`src/rtl/wave_trigger_writer.sv`:
```
// Write side of the double-buffered 512x8 waveform RAM.
// Waits for a rising zero crossing (or an auto-trigger timeout), captures 256
// decimated offset-binary samples into the half the display is not reading,
// then flips read_index during display idle so the fresh capture is shown.
//
// Handshake: new_sample_ready is a one-cycle strobe with no back-pressure;
// new_sample_in is valid only in a cycle where the strobe is high, and every
// strobe is consumed in that cycle. write_enable is a one-cycle strobe with
// write_address/write_sample valid in the same cycle, one cycle after the
// strobe that produced it.
module wave_trigger_writer #(
    parameter int unsigned DECIMATE     = 1,     // 1..16
    parameter int unsigned AUTO_TIMEOUT = 1024   // 0 disables auto-trigger
) (
    input  logic        clk,
    input  logic        reset,
    input  logic        new_sample_ready,
    input  logic [15:0] new_sample_in,
    input  logic        wave_display_idle,
    output logic [8:0]  write_address,
    output logic        write_enable,
    output logic [7:0]  write_sample,
    output logic        read_index,
    output logic        armed,
    output logic [1:0]  dbg_state
);

    typedef enum logic [1:0] {
        ST_ARMED  = 2'd0,
        ST_ACTIVE = 2'd1,
        ST_WAIT   = 2'd2
    } state_t;

    localparam logic [4:0]  DEC_LAST = 5'(DECIMATE);
    localparam logic [15:0] TO_LIMIT = 16'(AUTO_TIMEOUT);
    localparam bit          TO_EN    = (AUTO_TIMEOUT != 0);
    localparam logic [7:0]  IDX_LAST = 8'd255;

    state_t      state_q,        state_d;
    logic        prev_sign_q,    prev_sign_d;
    logic [7:0]  index_q,        index_d;
    logic [4:0]  dec_cnt_q,      dec_cnt_d;
    logic [15:0] to_cnt_q,       to_cnt_d;
    logic        read_index_q,   read_index_d;
    logic        armed_q,        armed_d;
    logic        we_q,           we_d;
    logic [8:0]  waddr_q,        waddr_d;
    logic [7:0]  wsample_q,      wsample_d;

    logic        sign_now;
    logic        crossing;
    logic        timeout_hit;
    logic [7:0]  sample_ob;
    logic [15:0] to_inc;
    logic [4:0]  dec_inc;
    logic [7:0]  idx_inc;
    logic        sample_lsbs_unused;

    // Only the top byte of each sample is stored; the low byte is dropped.
    assign sample_lsbs_unused = ^new_sample_in[7:0];

    // Per-strobe helper terms: crossing detect, offset-binary conversion, counters.
    always_comb begin
        sign_now    = new_sample_in[15];
        crossing    = prev_sign_q & ~sign_now;
        sample_ob   = {~new_sample_in[15], new_sample_in[14:8]};
        to_inc      = to_cnt_q + 16'd1;
        dec_inc     = dec_cnt_q + 5'd1;
        idx_inc     = index_q + 8'd1;
        timeout_hit = TO_EN && (to_inc == TO_LIMIT);
    end

    // Next-state and registered-output logic for the capture FSM.
    always_comb begin
        state_d      = state_q;
        prev_sign_d  = prev_sign_q;
        index_d      = index_q;
        dec_cnt_d    = dec_cnt_q;
        to_cnt_d     = to_cnt_q;
        read_index_d = read_index_q;
        we_d         = 1'b0;
        waddr_d      = waddr_q;
        wsample_d    = wsample_q;

        // The sign history tracks every strobe, regardless of state.
        if (new_sample_ready) begin
            prev_sign_d = sign_now;
        end

        case (state_q)
            ST_ARMED: begin
                if (new_sample_ready) begin
                    if (crossing || timeout_hit) begin
                        // Trigger: the triggering sample itself is index 0.
                        we_d      = 1'b1;
                        waddr_d   = {~read_index_q, 8'd0};
                        wsample_d = sample_ob;
                        index_d   = 8'd0;
                        dec_cnt_d = 5'd0;
                        to_cnt_d  = 16'd0;
                        state_d   = ST_ACTIVE;
                    end else begin
                        to_cnt_d = to_inc;
                    end
                end
            end

            ST_ACTIVE: begin
                if (new_sample_ready) begin
                    if (dec_inc == DEC_LAST) begin
                        dec_cnt_d = 5'd0;
                        we_d      = 1'b1;
                        waddr_d   = {~read_index_q, idx_inc};
                        wsample_d = sample_ob;
                        if (idx_inc == IDX_LAST) begin
                            // Capture complete; index wraps ready for the next one.
                            index_d = 8'd0;
                            state_d = ST_WAIT;
                        end else begin
                            index_d = idx_inc;
                        end
                    end else begin
                        dec_cnt_d = dec_inc;
                    end
                end
            end

            ST_WAIT: begin
                // Flip the display half only while it is not being read.
                if (wave_display_idle) begin
                    read_index_d = ~read_index_q;
                    state_d      = ST_ARMED;
                end
            end

            default: begin
                state_d = ST_ARMED;
            end
        endcase

        armed_d = (state_d == ST_ARMED);
    end

    // State and output registers; reset abandons any capture in progress.
    always_ff @(posedge clk) begin
        if (reset) begin
            state_q      <= ST_ARMED;
            prev_sign_q  <= 1'b0;
            index_q      <= 8'd0;
            dec_cnt_q    <= 5'd0;
            to_cnt_q     <= 16'd0;
            read_index_q <= 1'b0;
            armed_q      <= 1'b1;
            we_q         <= 1'b0;
            waddr_q      <= 9'd0;
            wsample_q    <= 8'd0;
        end else begin
            state_q      <= state_d;
            prev_sign_q  <= prev_sign_d;
            index_q      <= index_d;
            dec_cnt_q    <= dec_cnt_d;
            to_cnt_q     <= to_cnt_d;
            read_index_q <= read_index_d;
            armed_q      <= armed_d;
            we_q         <= we_d;
            waddr_q      <= waddr_d;
            wsample_q    <= wsample_d;
        end
    end

    assign write_address = waddr_q;
    assign write_enable  = we_q;
    assign write_sample  = wsample_q;
    assign read_index    = read_index_q;
    assign armed         = armed_q;
    assign dbg_state     = state_q;

endmodule

```
`config.mk`:
```
export PLATFORM = sky130hd
export DESIGN_NAME = wave_trigger_writer
export DESIGN_NICKNAME = d
export VERILOG_FILES = /design/src/rtl/wave_trigger_writer.sv
export SDC_FILE = /design/constraint.sdc
export NUM_CORES = 1
export LEC_CHECK = 0
export BUFFER_PORTS_ARGS = -buffer_cell sky130_fd_sc_hd__buf_2
export CORE_ASPECT_RATIO = 0.6
export CORE_MARGIN = 3
export CORE_UTILIZATION = 62
export CTS_BUF_LIST = sky130_fd_sc_hd__clkbuf_16
export DETAILED_ROUTE_END_ITERATION = 8
export PLACE_DENSITY = 0.87
export SLEW_MARGIN = 5
export SYNTH_ARGS = -nofsm -noshare
export SYNTH_HDL_FRONTEND = slang
export SYNTH_SLANG_ARGS = --single-unit
```
`constraint.sdc`:
```
create_clock -name clk -period 4.22 [get_ports clk]
set_input_delay 0.844 -clock clk [delete_from_list [all_inputs] [get_ports clk]]
set_output_delay 0.844 -clock clk [all_outputs]
set_load 0.1 [all_outputs]
```
## After elaboration in Yosys (flattened, before gate mapping)

Cells that the tools add are included.
W data, S select, Z words.

| word-level totals | value |
|---|---|
| output and inout bits | 22 |
| bits in registers | 52 |
| input port bits | 20 |
| word-level logic and storage cells | 67 |

| operators by class | value |
|---|---|
| equality and inequality tests | 9 |
| bitwise logic cells | 3 |
| reductions and logical operators | 8 |
| $add $sub $neg | 3 |
| multiplexer cells | 34 |

Operators by type and width:

| operator | count |
|---|---|
| $mux W8 | 9 |
| $mux W9 | 4 |
| $pmux W8 S2 | 2 |
| $mux W5 | 4 |
| $pmux W9 S2 | 1 |
| $add A16 B1 Y16 const B | 1 |
| $eq A16 B11 Y1 const B | 1 |
| $mux W16 | 1 |
| $mux W2 | 6 |
| $pmux W5 S2 | 1 |
| $add A8 B1 Y8 const B | 1 |
| $eq A8 B8 Y1 const B | 1 |
| $ne A2 B2 Y1 const B | 4 |
| $pmux W2 S3 | 1 |
| $add A5 B1 Y5 const B | 1 |
| $eq A5 B1 Y1 const B | 1 |
| $reduce_and A5 Y1 | 1 |
| $logic_not A2 Y1 | 2 |
| $mux W1 | 4 |
| $reduce_and A2 Y1 | 2 |
| $reduce_and A4 Y1 | 1 |
| $eq A2 B1 Y1 const B | 1 |
| $eq A2 B2 Y1 const B | 1 |
| $not A1 Y1 | 2 |
| other kinds (4) | 4 |

## Longest topological paths before layout

| logic depth | value |
|---|---|
| word-level depth | 7 |
| depth in mapped cells | 9 |
| mapped depth without buffers | 8 |

## Worst setup path before layout

OpenSTA, ideal clock, no wires.

| timing | value |
|---|---|
| path type | register -> register |
| start | register state_q[0], in the netlist dbg_state[0] |
| end | register index_q[2] |
| setup time | 0.074 ns |
| required time | 4.146 ns |
| clock period less this slack | 2.664 ns |
| arrival time | 2.590 ns |
| slack | 1.556 ns |
| cell stages (with the launch flop) | 9 |
| path buffers | 2 |
| path through | dfxtp_1 > clkbuf_1 > nand2b_1 > or2_2 > clkbuf_1 > a41o_1 > a211o_1 > o22a_1 > o21ai_0 |

| on the way | value |
|---|---|
| word-level cells in the longest chain between the ends | 3 |
| elaborated cells on any way between the ends | 9 |
| classes of those cells | 5 x eq/ne; 1 x mux; 3 x reduce/logical |

RTL lines:

| what | RTL line | source |
|---|---|---|
| start: declaration | 39 | `state_t state_q, state_d;` |
| start signal: assignment | 158 | `state_q <= state_d;` |
| $eq A2 B1 Y1 / $logic_not A2 Y1 (equally long branches) | 90 | `case (state_q)` |
| $ne A2 B2 Y1 (no source line) / $reduce_bool A2 Y1 (equally long branches) | - |  |
| $reduce_and A5 Y1 (no source line) | - |  |
| end signal: assignment | 160 | `index_q <= index_d;` |
| end: declaration | 41 | `logic [7:0] index_q, index_d;` |

Several ways; a longest one is shown, not always the timed one.
A chain may end at the register's enable or synchronous reset.

## Worst setup path in the final report

| timing | value |
|---|---|
| start | register to_cnt_q[0] |
| end | register wsample_q[4], in the netlist write_sample[4] |

| on the way | value |
|---|---|
| word-level cells in the longest chain between the ends | 5 |

RTL lines:

| what | RTL line | source |
|---|---|---|
| start: declaration | 43 | `logic [15:0] to_cnt_q, to_cnt_d;` |
| start signal: assignment | 162 | `to_cnt_q <= to_cnt_d;` |
| $add A16 B1 Y16 | 67 | `to_inc = to_cnt_q + 16'd1;` |
| $eq A16 B11 Y1 | 70 | `timeout_hit = TO_EN && (to_inc == TO_LIMIT);` |
| $logic_or A1 B1 Y1 | 93 | `if (crossing \|\| timeout_hit) begin` |
| $ne A2 B2 Y1 (no source line) | - |  |
| $reduce_and A5 Y1 (no source line) | - |  |
| end signal: assignment | 167 | `wsample_q <= wsample_d;` |
| end: declaration | 48 | `logic [7:0] wsample_q, wsample_d;` |

No other way between the ends.

==> results by stage <==
Outcome:
- The flow ran to the end, and the final reports show no timing, DRC or antenna violations.

Placement:
- Port buffering added 33 buffers.
- The HPWL after detailed placement is 4.53 mm.
- The standard cell area after detailed placement is 3090 um^2.
- The number of placed instances with taps included is 415.
- The final weighted congestion of routability-driven global placement is 0.955.
- The post-place setup slack is 1.11 ns.

STA:
- The actual slew at the worst max-slew pin is about 0.88 ns.
- Setup violations remaining at the end of the flow were counted as 0.
- The part of the cycle the worst path needs is 76.3%.
- The worst pin sits at a relative slew slack of 41.0%.
- Setup repair after global routing left no endpoint under its margin.
- The count of pins over their slew limit came to 0.
- The minimum clock period is approximately 3.2 ns.
- The worst hold slack after final layout is between 0.4 and 0.5 ns.
- Timing would allow up to between 300 and 400 MHz.
- The final setup skew is approximately 0.0038 ns.
- Setup slack closes at 0.999 ns.
- The number of failing hold endpoints at the final stage is 0.
- Setup total negative slack on the finished layout was measured at 0 ns.

Clock tree:
- The number of buffers added for setup after CTS is 0.
- The post-CTS resize count is 0.
- The number of sinks driven by the clock tree is 52.
- Hold repair after CTS inserted 0 buffers.
- The maximum level of the CTS H-tree is 2.
- The clock buffer count from CTS is 5.
- The clock transition at the registers of the reported paths is 0.06 ns.
- The later pin in the worst-skew pair is clocked with a latency of roughly 0.28 ns.
- The maximum clock insertion buffer count is 2.
- The CTS tree is yes.
- The clock root buffer master is clkbuf_16.

Final layout:
- In the layout the commonest cells are dfxtp_1, buf_2, nand2b_1.
- Relative to the synthesized area, the layout overhead comes to 9.60%.
- Leaving out fill and tap cells, the most frequent cell in the layout is dfxtp_1.
- The final layout contains 387 nets.
- The count of cells in the finished layout, fillers not included, comes to 420.
- Summing all non-filler instances in the final layout gives an area of 3210 um^2.
- 0 antenna diodes ended up in the layout.
- In the final layout, the share of cells above drive strength 1 is 17.2%.
- For this run, the share of the core covered by cells in the final layout is 74.3%.

Pwr:
- The total net switching power is 0.228 mW.
- Net switching is 23.8% of the power.
- The power share of the combinational group is 8.7%.
- In this run, flip-flops and latches consume a little over half of the power.
- In this run the power density over the cells is 298 nW/um^2.
- The relative contribution of the clock network to total power is 38.7%.
- Total power for the finished layout comes to roughly 0.96 mW.
- The worst vdd rail ir drop is 0.000160 V.
- Cell internal power was estimated by the tool at 0.731 mW.
- The leakage power total is 1.20 nW.

GRT:
- After global routing the overflow that remains totals 0.
- The number of antenna violations at the first check in global routing is 0.
- The wire length of the first global-routing pass is 11.0 mm.
- The via count of the first global-routing pass is between 2000 and 2500.
- The overall track demand over capacity in global routing is between 20% and 30%.
- The largest net degree at the start of global routing is 60.

Synthesis:
- Counting flops with a built-in enable in the synthesized netlist gives 0.
- The gate count after technology mapping is 338.
- The number of warning messages in the yosys log is 0.
- Dividing the synthesized area by the synthesized cell count gives a little under 9 um^2.
- The commonest register cell after synthesis is dfxtp_1.
- The synthesis-stage register bit count is 52.
- The portion of the post-synthesis area used by sequential elements is 35.5%.
- The leading area contributor after synthesis is dfxtp_1.
- The share of the synthesized area in the top cell type is 35.5%.
- Synthesis produced a netlist with a net count of 363.
- By area the synthesized netlist is led by dfxtp_1, nand2b_1, mux2i_1.
- The netlist uses between 50 and 60 different library cells.
- The synthesized cell area is 2930 um^2.
- The proportion of synthesized flip-flops having asynchronous set or reset is 0%.

Floorplanning:
- The floorplan row count is 18.
- The die height is 59.3 um.
- The die is 94.8 um wide.
- After floorplanning, the core was sized to cover 4320 um^2.
- The starting density of the core is 67.8%.
- The number of primary I/O pins is 42.
- The die covers 5620 um^2.

Detailed routing:
- The total wire length is 6.65 mm.
- The remaining antenna violation count after routing is 0.
- After detailed routing, the number of remaining DRC violations is 0.
- The count of vias placed by the detailed router is between 2000 and 3000.
- Using the TritonRoute via totals, the vias-per-cell ratio works out to 6.10.
- The first detailed-routing pass took 5 iterations.
- The violation count after the first detailed-route iteration is 192.
- The wire length per cell after detailed routing is 15.8 um.

Worst hold path:
- The class of the tightest hold or removal check is flop to flop.

Run:
- The max-cap violation count is 0.

Critical path:
- The worst setup path is launched from a flop.
- STA puts the critical path data required time at roughly 4.4 ns.
- The worst-path maximum fanout is 18.
- The kind of critical path is flop to flop.
- The data arrival time of the critical path is 3.43 ns.
- The category of the worst setup path capture point is a flop.
[sequential cells by signal, indices dropped and copies added (netlist names), 2 cells and up]
register / cells
dbg_state: 2
dec_cnt_q: 5
index_q: 8
to_cnt_q: 16
write_address: 9
write_sample: 8
[cell usage after synthesis, types with 5 or more instances]
library cell and count:
nand2_1 25, nor3_1 9, dfxtp_1 52, ha_1 5, mux2_2 5, mux2i_1 16
o21ai_0 9, clkbuf_1 12, nand3_1 23, xnor2_1 8, a21oi_1 14, nor2_1 28
inv_1 9, nor2b_1 11, xor2_1 9, nand4_1 6, nand2b_1 31
[per-layer routing]
metal	GRT usage, %	vias up	wire length [um]
li1	-	1237	-
met1	36.4	1220	3230
met2	38.5	92	2890
met3	4.82	11	444
met4	6.16	0	89
met5	0	-	0
[cell families after synthesis]
group                      share of synthesized area [%]
muxes                                               8.92
adders and majority gates                           2.13
buffers and inverters                               4.52
AOI/OAI and AO/OA                                   13.4
xor gates and xnor gates                            5.08
and+or+nand+nor                                     30.5
DFF                                                 35.5
[power groups by stage]
| stage | Clock [mW] | Sequential [mW] | Combinational [mW] |
|---|---|---|---|
| after floorplan | 0 | 0.536 | 0.0447 |
| after global placement | 0 | 0.514 | 0.0807 |
| after detailed placement | 0 | 0.515 | 0.0826 |
| after CTS | 0.376 | 0.504 | 0.0833 |
| after global routing | 0.397 | 0.504 | 0.0897 |
| final | 0.371 | 0.504 | 0.0833 |
[critical path: stages (launching register included)]
cell	delay, ns
dfxtp_1	0.53
ha_1	0.29
nand3_1	0.18
nor4_1	0.37
nand3_1	0.12
a21oi_1	0.25
a31oi_4	0.29
a21oi_4	0.57
buf_4	0.32
mux2i_1	0.21
[cell type report]
| class | instances | area [um^2] |
|---|---|---|
| well taps | 60 | 75.1 |
| fillers | 336 | 1110 |
| inverters | 9 | 33.8 |
| clock buffers | 5 | 125 |
| multi-input cells | 259 | 1760 |
| flip-flops and latches | 52 | 1040 |
| repair buffers | 35 | 180 |
[path summary, 6_finish.rpt]
check	startpoint	depth (start not counted)	endpoint	slack (ns)
worst max-delay path	to_cnt_q[0]	9	write_sample[4]	1.0
worst min-delay path	write_sample[2]	2	write_sample[2]	0.47
worst max register to register	to_cnt_q[0]	9	write_sample[4]	1.0
worst min register to register	write_sample[2]	2	write_sample[2]	0.47
Power figures use the tool's default switching activity.
